## src/rtl/mem_byte_lsu_if.sv

```systemverilog
// Byte-wide data memory port between the LSU (master) and memory (slave).
interface mem_byte_lsu_if #(
  parameter int ADDR_W = 16
);
  logic              mem_req;
  logic              mem_we;
  logic [ADDR_W-1:0] mem_addr;
  logic [7:0]        mem_wbyte;
  logic              mem_ack;
  logic [7:0]        mem_rbyte;

  modport master (
    output mem_req, mem_we, mem_addr, mem_wbyte,
    input  mem_ack, mem_rbyte
  );

  modport slave (
    input  mem_req, mem_we, mem_addr, mem_wbyte,
    output mem_ack, mem_rbyte
  );
endinterface

```

## src/rtl/mem_byte_lsu.sv

```systemverilog
// 16-bit load/store split into two big-endian byte beats.
// Optional odd-address trap: define LSU_ALIGN_CHECK_EN.
module mem_byte_lsu #(
  parameter int ADDR_W = 16
) (
  input  logic              clk,
  input  logic              reset,
  input  logic              MemRead,
  input  logic              MemWrite,
  input  logic [ADDR_W-1:0] req_addr,
  input  logic [15:0]       req_wdata,
  output logic              stall,
  output logic [15:0]       rdata,
  output logic              rdata_valid,
  output logic              misaligned,
  mem_byte_lsu_if.master    mem
);

  typedef enum logic [1:0] {
    IDLE,
    HI,
    LO,
    DONE
  } state_t;

  state_t            state_q, state_d;
  logic              ld_q, ld_d;
  logic [ADDR_W-1:0] addr_q, addr_d;
  logic [7:0]        lo_q, lo_d;
  logic [7:0]        shadow_q, shadow_d;
  logic [15:0]       rdata_q, rdata_d;
  logic              req_q, req_d;
  logic              we_q, we_d;
  logic [ADDR_W-1:0] maddr_q, maddr_d;
  logic [7:0]        wbyte_q, wbyte_d;
`ifdef LSU_ALIGN_CHECK_EN
  logic              mis_q, mis_d;
`endif

  logic go;
  assign go = MemRead | MemWrite;

  always_comb begin
    state_d  = state_q;
    ld_d     = ld_q;
    addr_d   = addr_q;
    lo_d     = lo_q;
    shadow_d = shadow_q;
    rdata_d  = rdata_q;
    req_d    = req_q;
    we_d     = we_q;
    maddr_d  = maddr_q;
    wbyte_d  = wbyte_q;
`ifdef LSU_ALIGN_CHECK_EN
    mis_d    = 1'b0;
`endif
    stall    = 1'b0;
    unique case (state_q)
      IDLE: begin
        if (go) begin
          stall  = 1'b1;
          ld_d   = MemRead & ~MemWrite;
          addr_d = req_addr;
          lo_d   = req_wdata[7:0];
`ifdef LSU_ALIGN_CHECK_EN
          if (req_addr[0]) begin
            state_d = DONE;
            ld_d    = 1'b0;
            mis_d   = 1'b1;
          end else
`endif
          begin
            state_d = HI;
            req_d   = 1'b1;
            we_d    = MemWrite;
            maddr_d = req_addr;
            wbyte_d = req_wdata[15:8];
          end
        end
      end
      HI: begin
        stall = 1'b1;
        if (mem.mem_ack) begin
          if (ld_q) shadow_d = mem.mem_rbyte;
          maddr_d = addr_q + 1'b1;
          wbyte_d = lo_q;
          state_d = LO;
        end
      end
      LO: begin
        stall = 1'b1;
        if (mem.mem_ack) begin
          if (ld_q) rdata_d = {shadow_q, mem.mem_rbyte};
          req_d   = 1'b0;
          state_d = DONE;
        end
      end
      DONE: begin
        state_d = IDLE;
      end
      default: begin
        state_d = IDLE;
      end
    endcase
  end

  always_ff @(posedge clk or posedge reset) begin
    if (reset) begin
      state_q  <= IDLE;
      ld_q     <= 1'b0;
      addr_q   <= '0;
      lo_q     <= '0;
      shadow_q <= '0;
      rdata_q  <= '0;
      req_q    <= 1'b0;
      we_q     <= 1'b0;
      maddr_q  <= '0;
      wbyte_q  <= '0;
`ifdef LSU_ALIGN_CHECK_EN
      mis_q    <= 1'b0;
`endif
    end else begin
      state_q  <= state_d;
      ld_q     <= ld_d;
      addr_q   <= addr_d;
      lo_q     <= lo_d;
      shadow_q <= shadow_d;
      rdata_q  <= rdata_d;
      req_q    <= req_d;
      we_q     <= we_d;
      maddr_q  <= maddr_d;
      wbyte_q  <= wbyte_d;
`ifdef LSU_ALIGN_CHECK_EN
      mis_q    <= mis_d;
`endif
    end
  end

  assign rdata         = rdata_q;
  assign rdata_valid   = (state_q == DONE) & ld_q;
  assign mem.mem_req   = req_q;
  assign mem.mem_we    = we_q;
  assign mem.mem_addr  = maddr_q;
  assign mem.mem_wbyte = wbyte_q;
`ifdef LSU_ALIGN_CHECK_EN
  assign misaligned    = mis_q;
`else
  assign misaligned    = 1'b0;
`endif

endmodule

```

## src/flat_wrapper.sv

```systemverilog
// flat-port wrapper written by rule: the top's interface ports become plain ports
module mem_byte_lsu_flat 
#(
  parameter int ADDR_W = 16
)
  (clk, reset, MemRead, MemWrite, req_addr, req_wdata, stall, rdata, rdata_valid, misaligned, mem_mem_req, mem_mem_we, mem_mem_addr, mem_mem_wbyte, mem_mem_ack, mem_mem_rbyte);
  mem_byte_lsu_if #(.ADDR_W(ADDR_W)) mem_i ();
  input  logic clk;
  input  logic reset;
  input  logic MemRead;
  input  logic MemWrite;
  input  logic [ADDR_W-1:0] req_addr;
  input  logic [15:0] req_wdata;
  output logic stall;
  output logic [15:0] rdata;
  output logic rdata_valid;
  output logic misaligned;
  output wire logic [$bits(mem_i.mem_req)-1:0] mem_mem_req;
  output wire logic [$bits(mem_i.mem_we)-1:0] mem_mem_we;
  output wire logic [$bits(mem_i.mem_addr)-1:0] mem_mem_addr;
  output wire logic [$bits(mem_i.mem_wbyte)-1:0] mem_mem_wbyte;
  input wire logic [$bits(mem_i.mem_ack)-1:0] mem_mem_ack;
  input wire logic [$bits(mem_i.mem_rbyte)-1:0] mem_mem_rbyte;
  assign mem_mem_req = mem_i.mem_req;
  assign mem_mem_we = mem_i.mem_we;
  assign mem_mem_addr = mem_i.mem_addr;
  assign mem_mem_wbyte = mem_i.mem_wbyte;
  assign mem_i.mem_ack = mem_mem_ack;
  assign mem_i.mem_rbyte = mem_mem_rbyte;
  mem_byte_lsu #(.ADDR_W(ADDR_W)) u_core (.clk(clk), .reset(reset), .MemRead(MemRead), .MemWrite(MemWrite), .req_addr(req_addr), .req_wdata(req_wdata), .stall(stall), .rdata(rdata), .rdata_valid(rdata_valid), .misaligned(misaligned), .mem(mem_i));
endmodule
```

## config.mk

```make
export PLATFORM = sky130hd
export DESIGN_NAME = mem_byte_lsu_flat
export DESIGN_NICKNAME = d
export VERILOG_FILES = /design/src/rtl/mem_byte_lsu_if.sv /design/src/rtl/mem_byte_lsu.sv /design/src/flat_wrapper.sv
export SDC_FILE = /design/constraint.sdc
export NUM_CORES = 1
export LEC_CHECK = 0
export ABC_AREA = 1
export CORE_UTILIZATION = 45
export CTS_CLUSTER_DIAMETER = 120
export DETAILED_ROUTE_END_ITERATION = 10
export PLACE_DENSITY = 0.77
export SLEW_MARGIN = 20
export SYNTH_ARGS = -nofsm -noshare
export SYNTH_HDL_FRONTEND = slang
export SYNTH_SLANG_ARGS = --single-unit
export TNS_END_PERCENT = 10
```

## constraint.sdc

```tcl
create_clock -name clk -period 2.7 [get_ports clk]
set_clock_uncertainty 0.1 [all_clocks]
set_input_delay 0.54 -clock clk [delete_from_list [all_inputs] [get_ports clk]]
set_output_delay 0.54 -clock clk [all_outputs]
set_load 0.02 [all_outputs]
```

==> impl_metrics.env <==
export IMPL_synth_top_area_cell="dfrtp_1"
export IMPL_final_hold_viol_count=0
export IMPL_io_buffers=88
export IMPL_cts_tree="done"
export IMPL_powerDensity_mw_per_mm2=1242
export IMPL_slew_headroom_pct=63.12
export IMPL_final_max_slew_viol_count=0
export IMPL_htreeDepth=3
export IMPL_drc=0
export IMPL_synth_distinct_cells=29
export IMPL_drtPass1Iterations=6
export IMPL_fin_tns_setup_ps=0
export IMPL_netlist_area_mm2=0.003651
export IMPL_netlist_area_leader_share_pct=52.78
export IMPL_drt_iter0_markers=146
export IMPL_layout_commonest_cell="nand2_1"
export IMPL_numCtsBuffers=9
export IMPL_synth_nets=459
export IMPL_num_rows=32
export IMPL_syn_to_final_growth_pct=31.77
export IMPL_wl_mm=8.381
export IMPL_final_antenna_net_count=0
export IMPL_crit_path_start_kind="flip-flop"
export IMPL_finalCriticalPeriod_ps=2485
export IMPL_placed_area_mm2=0.004622
export IMPL_fin_nets=547
export IMPL_place_congestion=0.8429
export IMPL_cts_buffer_depth=2
export IMPL_worst_slew_pin_slew_ps=552.5
export IMPL_antenna_found_initial=0
export IMPL_worst_path_max_fanout=6
export IMPL_postCtsHoldBufs=0
export IMPL_ys_warnings_count=0
export IMPL_grt_max_degree=48
export IMPL_arrival_ps=1850
export IMPL_ys_top_cells_by_area="dfrtp_1, nand2_1, mux2_2, nor2_1, o21ai_0"
export IMPL_syn_avg_cell_area_um2=8.971
export IMPL_clock_root_buffer="clkbuf_8"
export IMPL_clock_latency_ps=350
export IMPL_worstPathRequired_ps=2060
export IMPL_setup_violations_final=0
export IMPL_rsz0062_at_grt="no"
export IMPL_path_clk_slew_ps=90
export IMPL_crit_path_end_kind="output port"
export IMPL_grt_use_total_pct=21.04
export IMPL_globalRouteOverflowTotal=0
export IMPL_grt_pass1_wl_mm=13.97
export IMPL_vias_per_cell=5.030
export IMPL_vias=3028
export IMPL_leakagePower_nw=2.238
export IMPL_core_area_mm2=0.007767
export IMPL_cts_sinks=77
export IMPL_dieArea_mm2=0.008478
export IMPL_ys_seq_area_share_pct=52.78
export IMPL_final_cell_mix="nand2_1, clkdlybuf4s50_1, dfrtp_1, nor2_1, inv_1"
export IMPL_diodes=0
export IMPL_die_h_um=92.08
export IMPL_syn_inst=407
export IMPL_ys_ff_latch=77
export IMPL_min_period_over_period_pct=92.05
export IMPL_synth_enable_flop_cells=0
export IMPL_ioPinCount=90
export IMPL_synthFlopType="dfrtp_1"
export IMPL_maxCapViolCount=0
export IMPL_finalInstanceArea_mm2=0.004811
export IMPL_status="finished clean"
export IMPL_hold_path_class="reg -> reg"
export IMPL_grt_pass1_vias=2984
export IMPL_start_util_pct=47.00
export IMPL_wl_per_cell_um=13.92
export IMPL_critical_path_class="reg -> out"
export IMPL_synthArstFlopShare_pct=100.0
export IMPL_fp_dieW_um=92.08
export IMPL_fmax_ghz=0.4024
export IMPL_drive_above_1_share_pct=12.20
export IMPL_vdd_ir_drop_max_mv=0.8255
export IMPL_post_dp_hpwl_mm=5.920
-- worst paths after layout --
check / from / end / slack, ps / cells after the start
min in group asynchronous: reset / u_core.rdata[11] / 430 / 2
worst max-delay path: u_core.state_q[1] / stall / 210 / 7
max in group asynchronous: reset / u_core.lo_q[7] / 1430 / 3
worst min register to register: u_core.mem.mem_addr[9] / u_core.mem.mem_addr[9] / 380 / 2
worst max register to register: u_core.state_q[1] / u_core.shadow_q[3] / 550 / 5
worst min-delay path: u_core.mem.mem_addr[9] / u_core.mem.mem_addr[9] / 380 / 2
-- flip-flops by register name (all words and copies together) (netlist names) --
| signal | flops |
|---|---|
| u_core.rdata | 16 |
| u_core.addr_q | 16 |
| u_core.mem.mem_addr | 16 |
| u_core.mem.mem_req | 1 |
| u_core.state_q | 2 |
| u_core.shadow_q | 8 |
| u_core.mem.mem_we | 1 |
| u_core.mem.mem_wbyte | 8 |
| u_core.ld_q | 1 |
| u_core.lo_q | 8 |
-- layer usage --
layer | track usage (%) | part of all wire (%) | vias to the layer above
met5 | 0 | 0 | -
met4 | 5.990 | 1.2 | 0
met3 | 4.892 | 5.5 | 10
met2 | 33.64 | 47 | 89
met1 | 28.65 | 46 | 1445
li1 | - | - | 1484
-- power by group --
| group | switching, mW | internal (mW) |
|---|---|---|
| clock | 0.489 | 0.355 |
| combinational | 1.69 | 1.32 |
| sequential | 0.385 | 1.74 |
-- Yosys cell counts, drive strengths merged (3+ instances only) --
| master | count |
|---|---|
| nand2 | 113 |
| dfrtp | 77 |
| nor2 | 54 |
| inv | 35 |
| o21ai | 33 |
| mux2 | 22 |
| nand3 | 17 |
| buf | 12 |
| a21oi | 9 |
| o31ai | 9 |
| ha | 7 |
| o211ai | 5 |
| clkbuf | 4 |
| nand4 | 3 |
| xor2 | 3 |
-- timing repair --
item | CTS | global route
endpoints found under the setup margin | 1 | 0
setup buffers | 0 | 0
gates resized for setup | 2 | 0
-- through the flow --
stage	power (mW)	std cells	hold slack, ps	setup slack (ps)	util [%]
after floorplan	4.042	407	349.2	93.32	-
after global placement	5.048	586	361.5	147.3	59.50
after detailed placement	5.169	586	365.0	143.2	59.50
after CTS	6.015	602	388.6	212.1	61.94
after global routing	6.409	602	415.8	88.66	61.94
final	5.973	602	384.1	214.7	61.94
-- logic make-up (layout without fill, tap and decap cells) --
logic type | after synthesis | in the layout | share of synthesized area, %
AO/OA/AOI/OAI | 57 | 57 | 10.18
adder cells (fa/ha/maj) | 7 | 7 | 2.399
buffers and inverters | 51 | 144 | 6.031
XOR/XNOR | 4 | 4 | 0.9597
flip-flops | 77 | 77 | 52.78
AND/OR/NAND/NOR | 188 | 188 | 20.77
other | 1 | 1 | 0.1027
multiplexers | 22 | 22 | 6.786
-- area by class of cell --
type | count | area, um2
Tap cell | 102 | 127.6
Clock inverter | 7 | 63.81
Timing Repair Buffer | 93 | 929.6
Multi-Input combinational cell | 279 | 1506
Sequential cell | 77 | 1927
Fill cell | 669 | 2957
Clock buffer | 9 | 123.9
Inverter | 35 | 132.6
-- worst max-delay path, stage by stage (launching register included) --
cell and delay, ps:
dfrtp_1 430, inv_1 150, ha_2 260, nand2_1 130
nand2_4 90, o21bai_1 60, inv_1 50, dlygate4sd2_1 320
Power figures use the tool's default switching activity.
